==> src/rtl/std_smult_arb_if.sv <==
// Handshake/operand bundle for the two-requester shared multiplier.
// Optional grant statistics ports appear with STD_SMULT_ARB_STATS_EN.
interface std_smult_arb_if #(
    parameter int width = 32
);
    logic                    go_0;
    logic                    go_1;
    logic signed [width-1:0] left_0;
    logic signed [width-1:0] right_0;
    logic signed [width-1:0] left_1;
    logic signed [width-1:0] right_1;
    logic signed [width-1:0] out_0;
    logic signed [width-1:0] out_1;
    logic                    done_0;
    logic                    done_1;
    logic                    busy;
`ifdef STD_SMULT_ARB_STATS_EN
    logic [15:0]             stat_0;
    logic [15:0]             stat_1;

    modport master (
        output go_0, go_1,
        output left_0, right_0,
        output left_1, right_1,
        input  out_0, out_1,
        input  done_0, done_1, busy,
        input  stat_0, stat_1
    );

    modport slave (
        input  go_0, go_1,
        input  left_0, right_0,
        input  left_1, right_1,
        output out_0, out_1,
        output done_0, done_1, busy,
        output stat_0, stat_1
    );
`else
    modport master (
        output go_0, go_1,
        output left_0, right_0,
        output left_1, right_1,
        input  out_0, out_1,
        input  done_0, done_1, busy
    );

    modport slave (
        input  go_0, go_1,
        input  left_0, right_0,
        input  left_1, right_1,
        output out_0, out_1,
        output done_0, done_1, busy
    );
`endif
endinterface

==> src/rtl/std_smult_arb.sv <==
// Round-robin arbiter sharing one signed multiplier between two ports.
// Define STD_SMULT_ARB_STATS_EN to add saturating per-port grant counters.
module std_smult_arb #(
    parameter int width = 32
) (
    input  logic           clk,
    input  logic           reset_n,
    std_smult_arb_if.slave bus
);
    typedef enum logic [1:0] {
        IDLE,
        MUL,
        DONE
    } state_t;

    state_t                    state;
    state_t                    state_n;
    logic [1:0]                cnt;
    logic [1:0]                cnt_n;
    logic                      ptr;
    logic                      sel;
    logic                      gsel;
    logic                      grant;
    logic signed [width-1:0]   lhs;
    logic signed [width-1:0]   rhs;
    logic signed [width-1:0]   out_0_q;
    logic signed [width-1:0]   out_1_q;
    logic signed [2*width-1:0] lhs_x;
    logic signed [2*width-1:0] rhs_x;
    logic signed [width-1:0]   prod_lo;
    logic                      finish;

    assign lhs_x   = {{width{lhs[width-1]}}, lhs};
    assign rhs_x   = {{width{rhs[width-1]}}, rhs};
    assign prod_lo = width'(lhs_x * rhs_x);
    assign finish  = (state == MUL) && (state_n == DONE);

    // Next state, counter and grant selection.
    always_comb begin
        state_n = state;
        cnt_n   = cnt;
        grant   = 1'b0;
        gsel    = ptr;
        unique case (state)
            IDLE: begin
                if (bus.go_0 && bus.go_1) begin
                    grant = 1'b1;
                    gsel  = ptr;
                end else if (bus.go_0) begin
                    grant = 1'b1;
                    gsel  = 1'b0;
                end else if (bus.go_1) begin
                    grant = 1'b1;
                    gsel  = 1'b1;
                end
                if (grant) begin
                    state_n = MUL;
                    cnt_n   = 2'd0;
                end
            end
            MUL: begin
                if (cnt == 2'd1) begin
                    state_n = DONE;
                    cnt_n   = 2'd0;
                end else begin
                    cnt_n = cnt + 2'd1;
                end
            end
            DONE: begin
                state_n = IDLE;
            end
            default: begin
                state_n = IDLE;
                cnt_n   = 2'd0;
            end
        endcase
    end

    // State and cycle counter registers.
    always_ff @(posedge clk or negedge reset_n) begin
        if (!reset_n) begin
            state <= IDLE;
            cnt   <= 2'd0;
        end else begin
            state <= state_n;
            cnt   <= cnt_n;
        end
    end

    // Operand capture at grant, result writeback on entry to DONE.
    always_ff @(posedge clk or negedge reset_n) begin
        if (!reset_n) begin
            ptr     <= 1'b0;
            sel     <= 1'b0;
            lhs     <= '0;
            rhs     <= '0;
            out_0_q <= '0;
            out_1_q <= '0;
        end else begin
            if (grant) begin
                sel <= gsel;
                ptr <= ~gsel;
                lhs <= gsel ? bus.left_1  : bus.left_0;
                rhs <= gsel ? bus.right_1 : bus.right_0;
            end
            if (finish) begin
                if (sel) out_1_q <= prod_lo;
                else     out_0_q <= prod_lo;
            end
        end
    end

    assign bus.out_0  = out_0_q;
    assign bus.out_1  = out_1_q;
    assign bus.done_0 = (state == DONE) && !sel;
    assign bus.done_1 = (state == DONE) && sel;
    assign bus.busy   = (state != IDLE);

`ifdef STD_SMULT_ARB_STATS_EN
    logic [15:0] stat_0_q;
    logic [15:0] stat_1_q;

    // Saturating grant counters, one per port.
    always_ff @(posedge clk or negedge reset_n) begin
        if (!reset_n) begin
            stat_0_q <= 16'd0;
            stat_1_q <= 16'd0;
        end else if (grant) begin
            if (!gsel && stat_0_q != 16'hFFFF)
                stat_0_q <= stat_0_q + 16'd1;
            if (gsel && stat_1_q != 16'hFFFF)
                stat_1_q <= stat_1_q + 16'd1;
        end
    end

    assign bus.stat_0 = stat_0_q;
    assign bus.stat_1 = stat_1_q;
`endif
endmodule

==> src/flat_wrapper.sv <==
// flat-port wrapper written by rule: the top's interface ports become plain ports
module std_smult_arb_flat 
#(
    parameter int width = 32
)
  (clk, reset_n, bus_go_0, bus_go_1, bus_left_0, bus_right_0, bus_left_1, bus_right_1, bus_out_0, bus_out_1, bus_done_0, bus_done_1, bus_busy);
  std_smult_arb_if #(.width(width)) bus_i ();
  input  logic clk;
  input  logic reset_n;
  input wire logic [$bits(bus_i.go_0)-1:0] bus_go_0;
  input wire logic [$bits(bus_i.go_1)-1:0] bus_go_1;
  input wire logic [$bits(bus_i.left_0)-1:0] bus_left_0;
  input wire logic [$bits(bus_i.right_0)-1:0] bus_right_0;
  input wire logic [$bits(bus_i.left_1)-1:0] bus_left_1;
  input wire logic [$bits(bus_i.right_1)-1:0] bus_right_1;
  output wire logic [$bits(bus_i.out_0)-1:0] bus_out_0;
  output wire logic [$bits(bus_i.out_1)-1:0] bus_out_1;
  output wire logic [$bits(bus_i.done_0)-1:0] bus_done_0;
  output wire logic [$bits(bus_i.done_1)-1:0] bus_done_1;
  output wire logic [$bits(bus_i.busy)-1:0] bus_busy;
  assign bus_i.go_0 = bus_go_0;
  assign bus_i.go_1 = bus_go_1;
  assign bus_i.left_0 = bus_left_0;
  assign bus_i.right_0 = bus_right_0;
  assign bus_i.left_1 = bus_left_1;
  assign bus_i.right_1 = bus_right_1;
  assign bus_out_0 = bus_i.out_0;
  assign bus_out_1 = bus_i.out_1;
  assign bus_done_0 = bus_i.done_0;
  assign bus_done_1 = bus_i.done_1;
  assign bus_busy = bus_i.busy;
  std_smult_arb #(.width(width)) u_core (.clk(clk), .reset_n(reset_n), .bus(bus_i));
endmodule
==> config.mk <==
export PLATFORM = sky130hd
export DESIGN_NAME = std_smult_arb_flat
export DESIGN_NICKNAME = d
export VERILOG_FILES = /design/src/rtl/std_smult_arb_if.sv /design/src/rtl/std_smult_arb.sv /design/src/flat_wrapper.sv
export SDC_FILE = /design/constraint.sdc
export NUM_CORES = 1
export LEC_CHECK = 0
export BUFFER_PORTS_ARGS = -buffer_cell sky130_fd_sc_hd__buf_2
export CELL_PAD_IN_SITES_DETAIL_PLACEMENT = 0
export CELL_PAD_IN_SITES_GLOBAL_PLACEMENT = 1
export CORE_UTILIZATION = 30
export DETAILED_ROUTE_END_ITERATION = 6
export HOLD_SLACK_MARGIN = 0.15
export PLACE_DENSITY = 0.56
export SYNTH_ARGS = -nofsm -noshare
export SYNTH_HDL_FRONTEND = slang
export SYNTH_SLANG_ARGS = --single-unit
==> constraint.sdc <==
create_clock -name clk -period 14.97 [get_ports clk]
set_input_delay 4.491 -clock clk [delete_from_list [all_inputs] [get_ports clk]]
set_output_delay 4.491 -clock clk [all_outputs]
set_load 0.005 [all_outputs]
# [Word-level counts from Yosys, hierarchy flattened]
# Cells that the tools add are included.
[word_totals] elab_cells=45 input_bits=132 ff_bits=134
[op_classes] add_sub_neg=1 bitwise=3 eq_ne=5 n_reduce_logical=10 mul=1 muxes=17
[ops] operator="$mux 32" n=2
[ops] operator="$mul 32x32->32" n=1
[ops] operator="$mux 1" n=9
[ops] operator="$mux 2" n=4
[ops] operator="$pmux 2 s3" n=1
[ops] operator="$reduce_and 2->1" n=3
[ops] operator="$eq 2x1->1 const B" n=2
[ops] operator="$eq 2x2->1 const B" n=2
[ops] operator="$logic_and 1x1->1" n=4
[ops] operator="$pmux 2 s2" n=1
[ops] operator="$not 1->1" n=3
[ops] operator="$add 2x1->2 const B" n=1
[ops] operator="$logic_not 2->1" n=1
[ops] operator="$ne 2x1->1 const B" n=1
[ops] operator="$reduce_bool 2->1" n=1
[ops] operator="$logic_not 1->1" n=1

# [Depth between registers and ports, before layout]
# Gate-level depths: netlist of the first run.
[depth] ltp_word=9 depth_mapped=27 ltp_nobuf=24

# [Least setup slack after synthesis of the first run]
# Ideal clock, no wire load.
[synth_timing] path_type="register to register" from="register u_core.rhs[5]" to="register u_core.out_0_q[31], in the netlist u_core.bus.out_0[31]" t_arrival_ns=6.841 setup_ns=0.125 required_time_ns=14.845 path_stages_with_launch=24 slack_ns=8.005 path_cell_list="dfrtp_1 clkbuf_1 clkbuf_1 and2_1 fa_1 fa_1 fa_1 inv_1 fa_1 inv_1 fa_1 fa_1 fa_1 fa_1 ha_1 clkbuf_1 a21o_1 a211o_1 a21oi_1 a21oi_1 o41ai_1 a21oi_1 xnor2_1 mux2_2"
[synth_between] elab_chain_len=1
[synth_lines] item="start, declared" line_no="std_smult_arb.sv:25" text="logic signed [width-1:0] rhs;"
[synth_lines] item="start signal, assigned" line_no="std_smult_arb.sv:104" text="rhs <= gsel ? bus.right_1 : bus.right_0;"
[synth_lines] item="$mul 32x32->32" line_no="std_smult_arb.sv:35" text="assign prod_lo = width'(lhs_x * rhs_x);"
[synth_lines] item="end signal, assigned" line_no="std_smult_arb.sv:108" text="else out_0_q <= prod_lo;"
[synth_lines] item="end, declared" line_no="std_smult_arb.sv:26" text="logic signed [width-1:0] out_0_q;"
# Every way passes these cells.
# A chain may end at the register's enable or synchronous reset.

# [Worst setup path after layout of the first run]
[layout_timing] from="register u_core.rhs[2]" to="register u_core.out_0_q[31], in the netlist u_core.bus.out_0[31]"
# The elaborated chain is that of the path after synthesis.

==> results of run 1 <==
## worst max-delay path: stages (launching register included)
cell	delay, ns
dfrtp_1	0.99
and2_1	0.26
fa_1	0.41
fa_1	0.50
inv_1	0.05
fa_1	0.48
fa_1	0.56
inv_1	0.06
fa_1	0.48
fa_1	0.58
fa_1	0.46
fa_1	0.47
ha_1	0.39
a21o_1	0.23
a211o_1	0.29
a21oi_1	0.18
a21oi_1	0.14
o41ai_1	0.47
a21oi_1	0.17
xnor2_1	0.17
mux2_2	0.27
## per-layer routing
layer | GRT usage, % | part of all wire [%]
met5 | 0 | 0
met4 | 4.169 | 1.6
met3 | 2.468 | 3.5
met2 | 30.04 | 49
met1 | 24.32 | 46
## worst min path at each step
stage | startpoint | to | slack, ns | depth (start not counted)
after global routing | u_core.bus.out_0[13] | u_core.bus.out_0[13] | 0.50 | 2
final | u_core.bus.out_0[12] | u_core.bus.out_0[12] | 0.47 | 2
after detailed placement | u_core.bus.out_0[1] | u_core.bus.out_0[1] | 0.46 | 2
after floorplan | u_core.cnt[1] | u_core.state[1] | 0.46 | 1
after global placement | u_core.bus.out_0[16] | u_core.bus.out_0[16] | 0.45 | 2
after CTS | u_core.bus.out_0[12] | u_core.bus.out_0[12] | 0.47 | 2
## placed cells by master (no fill, tap or decap), drive strengths merged, types with 8 or more instances in the layout
cell / instances
clkbuf: 21
and2: 317
o21ai: 90
mux2i: 9
nand2: 358
nor2: 20
a21oi: 31
xor2: 16
inv: 463
nand3: 8
a21o: 12
a22oi: 55
buf: 224
mux2: 30
fa: 408
ha: 150
xnor2: 67
dfrtp: 134
## cells by family after synthesis
family / count (synthesis) / synth area share, %
AOI/OAI and AO/OA: 226 / 6.594
xor gates and xnor gates: 84 / 3.417
adders and majority gates: 558 / 45.80
buffers and inverters: 597 / 10.23
DFF: 134 / 15.29
muxes: 39 / 1.951
and+or+nand+nor: 737 / 16.73
## stage by stage
stage               utilization [%]  instances  area (um2)  worst slack (ns)  hold WS (ns)
finish                        34.02       3447       24450             7.232        0.4668
global route                  34.02       3446       24440             6.739        0.5048
CTS                           34.02       3446       24440             7.189        0.4729
detailed placement            33.18       3414       23840             7.197        0.4574
global placement              33.18       3414       23840             7.305        0.4544
floorplan                         -       2375       21930             8.005        0.4634
## sequential cells by signal, indices dropped and copies added (netlist names)
signal            flops
u_core.bus.out_0     32
u_core.bus.out_1     32
u_core.cnt            2
u_core.lhs           32
u_core.ptr            1
u_core.rhs           32
u_core.sel            1
u_core.state          2
## cell type report
class                   instances  area share [%]
inverters                     462           7.094
multi-input cells            1644           66.97
well taps                     950           4.862
clock inverters                11          0.6142
diodes                          1         0.01024
clock buffers                  21           1.843
flip-flops and latches        134           13.73
repair buffers                224           4.878
==> metrics.md, run 1 <==
| Metric | Value |
|---|---|
| Status | complete, no violations |
| Fill cells | about 7600 |
| Synth warnings | 0 |
| Post-CTS Setup Inserts | 0 |
| Fin nets | 3173 |
| Core Area | 0.07185 mm2 |
| Final Max Tran Viols | 0 |
| Die Footprint | 0.07420 mm2 |
| Multi-input gate area | 0.01637 mm2 |
| Yosys top cell by area | fa_1 |
| Most frequent cell after synthesis | inv_1 |
| Total GRT Usage | 17.90% |
| Final Setup Violations | 0 |
| Worst Tran Pin Value | between 1 and 1.5 ns |
| Average wire per standard cell | 18.51 um |
| Sum Neg Setup Slack | 0 ns |
| Peak Freq | 0.1292 GHz |
| Crit Reg-Reg Endpoint | u_core.bus.out_0[31] |
| Post-synth EDFFs | 0 |
| Synth Register Bits | 134 |
| RD Place Congestion | roughly 0.80 |
| Cts repair resizes | 0 |
| Syn avg cell area | 9.235 um2 |
| CTS Buf Count | 17 |
| CP Class | reg2reg |
| Routed Antenna Nets | 0 |
| Most frequent cells after synthesis | inv_1 (461), fa_1 (408), nand2_1 (358) |
| CTS Buffer Depth | 2 |
| Top_reg_cell synth | dfrtp_1 |
| DR pass1 iterations | 5 |
| Area contributors post-synth | fa_1 (37%), dfrtp_1 (15%), and2_1 (9.0%) |
| Flop2flop setup slack | 7.23 ns |
| Crit path arrival time | 8.09 ns |
| Congestion Overflow GR | 0 |
| FF-to-FF Start | u_core.rhs[2] |
| Hold WC Path Type | reg2reg |
| Total routed wirelength | 63800 um |
| Worst-path maximum fanout | 31 |
| Synthesis-to-finish area growth | 11.45% |
| Syn Inst Count | around 2400 |
| Initial antenna violation count | 2 |
| Row count | 98 |
| Final min period | 7.738 ns |
| Via count | about 16000 |
| CP startpoint | u_core.rhs[2] |
| Ratio of cells with drive above 1 in the final layout | 12.10% |
| Startpoint Class | register |
| Vias in the first global route | about 17000 |
| TritonCTS clock tree | done |
| Initial Util | 30.53% |
| Part of the cycle the worst path needs | about half |
| Post-DP HPWL | between 40000 and 50000 um |
| Sequential cell area | 0.003356 mm2 |
| Worst-path clk slew | 0.06 ns |
| RSZ-0062 raised after global routing | false |
| Largest net degree at the start of global routing | 105 |
| Worst Reg2Reg Path Length in Cells | 20 |
| Async set or reset register ratio after synthesis | 100.0% |
| Final Hold Fails | 0 |
| # IOs | just under 200 |
| Skew-Pair Late Insertion Delay | 0.47 ns |
| Synth cell types | 53 |
| I/O Buffers | 198 |
| Max_slew headroom | 24.84% |
| Netlist Area Pre-Place | 0.02193 mm2 |
| Post-CTS Hold Buffers | 0 |
| DR iter-0 viols | 700 |
| First-pass GRT wire length | 101400 um |
| Worst clock skew | 0.01437 ns |
| CTS H-tree depth | 4 |
| Critical Path End | u_core.bus.out_0[31] |
| CP endpoint kind | register |
| CTS root buf | clkbuf_16 |
| Die X | 272.4 um |
| Die Ht | 272.4 um |
| Syn_nets | around 3000 |
| Total of max-cap violations | 0 |
| # clock sinks | 134 |
| Post-synthesis sequential area ratio | 15.29% |
| Via density | 4.596 |
| Yosys top cell area share | about 37% |
| CP required | 15.32 ns |
| Drc violations | 0 |
Power of run 1 is left out: the tool's default activity adds up to more than one toggle a clock period on the data nets, which glitch-free logic cannot reach.
==> run 2: changes to the inputs <==
Settings changed: PLACE_DENSITY 0.56 to 0.58.
Clock period 14.97 ns to 6.75 ns, I/O delays scaled along.
==> run 2 against run 1 <==
Sequential share of layout area decreased by 1.5 points. Core utilization increased by 4.6 points. Critical path type unchanged. Clock skew up 0.0037 ns. Cell count up 8.8%. Design area increased by 14%. Worst hold slack gained 0.0062 ns. Flip-flop and latch count unchanged. Register-to-register slack got worse by 7.5 ns. Via count grew 7.7%. The flow now finishes with violations (negative setup slack). First-iteration DRC count rose by 3.9%. Critical path depth rose by 4.
==> metrics.md, run 2 (same netlist as run 1, synthesis figures left out) <==
| Metric | Value |
|---|---|
| Status | complete, but fails checks |
| Failing checks | negative setup slack |
| Most frequent cells in the layout | inv_1 (446), fa_1 (372), nand2_1 (354) |
| Total GRT Usage | 19.62% (+1.7 points) |
| Total routed wirelength | 70750 um (+11%) |
| Slowest stage delay, CP | 0.55 ns (-0.44 ns) |
| Initial antenna violation count | 2 (unchanged) |
| Worst clock skew | 0.01811 ns (+0.003737 ns) |
| Initial Util | 30.53% (unchanged) |
| Final Max Tran Viols | 0 (unchanged) |
| Average wire per standard cell | 18.86 um (+1.9%) |
| Final Hold Fails | 0 (unchanged) |
| Routed Antenna Nets | 0 (unchanged) |
| Ratio of cells with drive above 1 in the final layout | 26.79% (+15 points) |
| Final Setup Violations | 23 (+23) |
| Row count | 98 (unchanged) |
| # clock sinks | 134 (unchanged) |
| Worst Tran Pin Value | 1.093 ns (-0.03459 ns) |
| Worst-path clk slew | 0.06 ns (about the same) |
| Drc violations | 0 (unchanged) |
| Hold path depth | 2 (unchanged) |
| # IOs | 199 (unchanged) |
| Worst-path maximum fanout | 5 (-84%) |
| Die Footprint | 0.07420 mm2 (unchanged) |
| I/O Buffers | 198 (unchanged) |
| FF-to-FF Start | u_core.rhs[8] |
| Peak Freq | 0.1418 GHz (+9.7%) |
| Post-CTS Hold Buffers | 0 (unchanged) |
| CP required | 7.10 ns (-8.22 ns) |
| Part of the cycle the worst path needs | 104.5% (+53 points) |
| CTS Buf Count | 17 (unchanged) |
| Design area | 0.02775 mm2 (+14%) |
| Worst setup margin | -0.3043 ns (-7.537 ns) |
| Max_slew headroom | 27.14% (+2.3 points) |
| Buffers plus inverters on the worst setup path | 6 (+4) |
| Congestion Overflow GR | 0 (unchanged) |
| Total of max-cap violations | 0 (unchanged) |
| Post-DP HPWL | 56820 um (+14%) |
| Fill cells | 7369 (-2.7%) |
| Most used cell along the critical path | fa_1 |
| CTS H-tree depth | 4 (unchanged) |
| CP Cell Sequence | buf_12 -> buf_4 -> and2_1 -> fa_2 -> fa_2 -> fa_1 -> inv_1 -> fa_1 -> inv_2 -> fa_1 -> inv_2 -> fa_1 -> inv_1 -> fa_1 -> fa_1 -> ha_4 -> a21o_1 -> a21oi_4 -> o21ai_2 -> and2_1 -> o41ai_2 -> a21oi_2 -> xnor2_2 -> mux2_4 |
| Commonest non-fill, non-tap cell in the layout | inv_1 |
| Synthesis-to-finish area growth | 26.53% |
| CTS Buffer Depth | 2 (unchanged) |
| DR pass1 iterations | 5 (unchanged) |
| Top delay family on crit path | adder cells |
| Max stage delay cell, worst path | dfrtp_4 |
| RD Place Congestion | 0.8401 (+4.6%) |
| Fin nets | 3477 (+9.6%) |
| Via count | 17056 (+7.7%) |
| Die X | 272.4 um (unchanged) |
| Die Ht | 272.4 um (unchanged) |
| Core Area | 0.07185 mm2 (unchanged) |
| Placed Area | 0.02579 mm2 (+8.2%) |
| TritonCTS clock tree | done |
| DR iter-0 viols | 727 (+3.9%) |
| Crit Reg-Reg Endpoint | u_core.bus.out_1[31] |
| Vias in the first global route | 18540 (+7.0%) |
| CP Class | reg2reg |
| First-pass GRT wire length | 110200 um (+8.8%) |
| Post-layout util | 38.62% (+4.6 points) |
| Worst Reg2Reg Path Length in Cells | 24 (+20%) |
| Via density | 4.547 (-1.1%) |
| Skew-Pair Late Insertion Delay | 0.47 ns (about the same) |
| CP endpoint kind | register |
| Hold WS | 0.4730 ns (+0.006212 ns) |
| Flop2flop setup slack | -0.30 ns (-7.54 ns) |
| Hold WC Path Type | reg2reg |
| Hold Path End | u_core.bus.out_0[9] |
| Largest net degree at the start of global routing | 133 (+27%) |
| Startpoint Class | register |
| CTS root buf | clkbuf_16 |
| RSZ-0062 raised after global routing | true |
| Pre-CTS setup slack | -0.9859 ns (-8.182 ns) |
| Crit path arrival time | 7.40 ns (-0.69 ns) |
| Critical path depth | 24 (+20%) |
| Min-delay src | u_core.bus.out_0[9] |
| Final min period | 7.054 ns (-0.6834 ns) |
## run 2: cell types whose count changed in the layout (fill, tap and decap cells not counted), moves of 18 or more
cell	change
buf_6	+25
fa_1	-36
and2_4	+19
dfrtp_1	-18
buf_4	+252
buf_12	+26
fa_2	+36
and2_1	-19
## run 2: tightest hold or removal path, stage by stage, from the launching register on
cell     delay, ns
dfrtp_1       0.34
nand2_1       0.05
nand2_1       0.05
## run 2: what timing repair did
action	4_1_cts	5_1_grt
pin swaps	87	48
endpoints found under the setup margin	28	30
buffers inserted	68	9
resized for setup	154	50
gates cloned	2	0
## run 2: cell type report
cell class | instances | area, um2 | area share [%]
diodes | 1 | 2.502 | 0.009017
clock buffers | 18 | 429.2 | 1.546
clock inverters | 14 | 151.4 | 0.5455
inverters | 462 | 1734 | 6.249
multi-input cells | 1644 | 16970 | 61.13
flip-flops and latches | 134 | 3381 | 12.18
well taps | 950 | 1189 | 4.283
repair buffers | 528 | 3901 | 14.06
## run 2: per-stage QoR
stage,setup TNS [ns],std cells
final,-2.998,3751
after global routing,-8.452,3750
after CTS,-3.861,3743
after detailed placement,-12.16,3642
after global placement,-10.81,3642
after floorplan,0,2375
## run 2: how the worst max path moves through the flow
stage	end	slack, ns	start
finish	u_core.bus.out_1[31]	-0.30	u_core.rhs[8]
global route	u_core.bus.out_1[31]	-0.52	u_core.rhs[6]
CTS	u_core.bus.out_1[31]	-0.38	u_core.rhs[11]
detailed placement	u_core.bus.out_1[31]	-0.99	u_core.rhs[8]
global placement	u_core.bus.out_0[31]	-0.83	u_core.rhs[8]
floorplan	u_core.bus.out_0[24]	0.003	u_core.rhs[4]
## run 2: per-layer routing
layer	vias up	GRT usage, %	share of wire (%)
met4	0	4.539	1.8
met3	41	3.006	4.0
met1	8775	27.66	48
met5	-	0	0
li1	7948	-	-
met2	292	31.51	47
Power of run 2 is left out for the same reason.
==> run 3: changes to the inputs <==
Settings changed: SETUP_SLACK_MARGIN set to 0.15.
==> run 3 against run 2 <==
The run still ends with negative setup slack left. Global-route usage decreased by 0.94 points. Worst setup slack better by 0.064 ns. Non-clock buffer count shrank 46. Core utilization shrank 0.36 points. Worst hold slack lost 0.0016 ns. Critical endpoint unchanged. Highest routed layer unchanged.
==> metrics.md, run 3 (same netlist as run 1, synthesis figures left out) <==
| Metric | Value |
|---|---|
| Failing checks | negative setup slack |
| FF-to-FF Start | u_core.lhs[11] |
| Fin nets | 3431 (-1.3%) |
| Routed Antenna Nets | 0 (unchanged) |
| Vias in the first global route | 18130 (-2.2%) |
| Final Setup Violations | 19 (-17%) |
| DR pass1 iterations | 7 (+2) |
| Commonest non-fill, non-tap cell in the layout | inv_1 |
| Hold WC Path Type | reg2reg |
| Via density | 4.538 (-0.20%) |
| RD Place Congestion | 0.8446 (+0.54%) |
| I/O Buffers | 198 (unchanged) |
| RSZ-0062 raised after global routing | true |
| Largest net degree at the start of global routing | 123 (-7.5%) |
| Row count | 98 (unchanged) |
| Worst-path maximum fanout | 5 (unchanged) |
| Via count | 16808 (-1.5%) |
| Cells after DPL | 3625 (-0.47%) |
| DR iter-0 viols | 791 (+8.8%) |
| Most frequent cells in the layout | inv_1 (451), fa_1 (388), nand2_1 (354) |
| Crit path arrival time | 7.34 ns (-0.06 ns) |
| Max_slew headroom | 29.38% (+2.2 points) |
| Synthesis-to-finish area growth | 25.34% |
| Met3 usage | 2.812% (-0.19 points) |
| CTS root buf | clkbuf_16 |
| Initial Util | 30.53% (unchanged) |
| # clock sinks | 134 (unchanged) |
| Total routed wirelength | 68790 um (-2.8%) |
| CTS Buffer Depth | 2 (unchanged) |
| Core Area | 0.07185 mm2 (unchanged) |
| Worst Reg2Reg Path Length in Cells | 23 (-4.2%) |
| Total GRT Usage | 18.67% (-0.94 points) |
| Status | complete, but fails checks |
| Worst-path clk slew | 0.06 ns (about the same) |
| GRT met2 Usage | 29.98% (-1.5 points) |
| Post-layout util | 38.26% (-0.36 points) |
| Final min period | 6.991 ns (-0.06352 ns) |
| Peak Freq | 0.1430 GHz (+0.91%) |
| Layout Cells excl Fill | 3704 (-1.3%) |
| Fill cells | 7443 (+1.0%) |
| CP Class | reg2reg |
| Average wire per standard cell | 18.57 um (-1.5%) |
| Post-DP HPWL | 55450 um (-2.4%) |
| Worst setup margin | -0.2408 ns (+0.06352 ns) |
| Ratio of cells with drive above 1 in the final layout | 24.48% (-2.3 points) |
| Worst clock skew | 0.01696 ns (-0.001146 ns) |
| Part of the cycle the worst path needs | 103.6% (-0.94 points) |
| Busiest layer in global routing | met2 |
| TritonCTS clock tree | done |
| Startpoint Class | register |
| CTS Buf Count | 17 (unchanged) |
| Skew-Pair Late Insertion Delay | 0.48 ns (about the same) |
| Min-delay src | u_core.bus.out_0[3] |
| Total of max-cap violations | 0 (unchanged) |
| Multi-input gate area | 0.01695 mm2 (about the same) |
| CP endpoint kind | register |
| Hold path depth | 2 (unchanged) |
| Initial antenna violation count | 3 (+1) |
| CP required | 7.10 ns (about the same) |
| Die Footprint | 0.07420 mm2 (unchanged) |
| Die X | 272.4 um (unchanged) |
| Final Max Tran Viols | 0 (unchanged) |
| First-pass GRT wire length | 105100 um (-4.7%) |
| Post-CTS Hold Buffers | 0 (unchanged) |
| Sequential cell area | 0.003379 mm2 (about the same) |
| Worst Tran Pin Value | 1.056 ns (-0.03737 ns) |
| Final Hold Fails | 0 (unchanged) |
| # IOs | 199 (unchanged) |
| Hold Path End | u_core.bus.out_0[3] |
| Drc violations | 0 (unchanged) |
| Congestion Overflow GR | 0 (unchanged) |
| Global routing usage on met1 | 25.83% (-1.8 points) |
| Die Ht | 272.4 um (unchanged) |
| CTS H-tree depth | 4 (unchanged) |
| Flop2flop setup slack | -0.24 ns (+0.06 ns) |
| Crit Reg-Reg Endpoint | u_core.bus.out_1[31] |
[run 3: cell count changes in the layout (fill, tap and decap cells not counted), moves of 5 or more]
cell    delta
and2_1    +11
and2_4    -11
buf_12    +13
buf_4     -45
buf_6     -15
fa_1      +16
fa_2      -16
inv_1      +5
inv_2      -5
[run 3: worst max-delay path by stage]
stage                    from              endpoint  slack, ns  cells past startpoint
3_5_place_dp   u_core.lhs[11]  u_core.bus.out_1[31]      -0.71                     24
3_3_place_gp   u_core.lhs[11]  u_core.bus.out_0[31]      -0.64                     24
4_1_cts        u_core.lhs[11]  u_core.bus.out_1[31]      -0.24                     23
2_1_floorplan   u_core.rhs[8]  u_core.bus.out_0[31]       0.15                     24
5_1_grt        u_core.lhs[11]  u_core.bus.out_0[30]      -0.42                     23
6_report       u_core.lhs[11]  u_core.bus.out_1[31]      -0.24                     23
[run 3: critical path: stages (launching register included)]
cell and delay (ns):
dfrtp_4 0.57, buf_12 0.16, and2_4 0.15, fa_2 0.57
fa_2 0.44, fa_1 0.51, inv_1 0.05, fa_1 0.50
inv_1 0.05, fa_1 0.47, inv_1 0.05, fa_1 0.50
inv_1 0.05, fa_2 0.54, fa_2 0.46, ha_4 0.23
a21o_1 0.17, a21oi_2 0.16, o21ai_2 0.09, and2_4 0.15
o41ai_4 0.40, a21oi_4 0.14, xnor2_2 0.17, mux2_4 0.28
[run 3: routing by layer]
layer	part of all wire (%)	wire (um)
met4	3.2	2190
met3	4.0	2745
met1	46	31950
met5	0	0
met2	46	31900
[run 3: final cells by class]
type                            instances  area share (%)
Multi-Input combinational cell       1644           61.65
Timing Repair Buffer                  482           13.35
Sequential cell                       134           12.29
Inverter                              462           6.308
Tap cell                              950           4.324
Clock buffer                           20           1.698
Clock inverter                         11          0.3686
Antenna cell                            1        0.009102
[run 3: what timing repair did]
| action | 4_1_cts | 5_1_grt |
|---|---|---|
| endpoints found under the setup margin | 34 | 32 |
| gates resized for setup | 58 | 82 |
| pin swaps | 43 | 55 |
| buffers inserted | 17 | 28 |
| gates cloned | 0 | 2 |
[run 3: stage by stage]
stage / hold slack [ns] / cell area [um2] / setup slack, ns / TNS (ns)
CTS: 0.4782 / 26800 / -0.2402 / -1.526
finish: 0.4715 / 27490 / -0.2408 / -1.860
global route: 0.5015 / 27490 / -0.4178 / -6.857
global placement: 0.4568 / 25860 / -0.6392 / -5.751
detailed placement: 0.4648 / 25860 / -0.7106 / -8.163
floorplan: 0.4634 / 22130 / 0.1484 / 0
Power of run 3 is left out for the same reason.
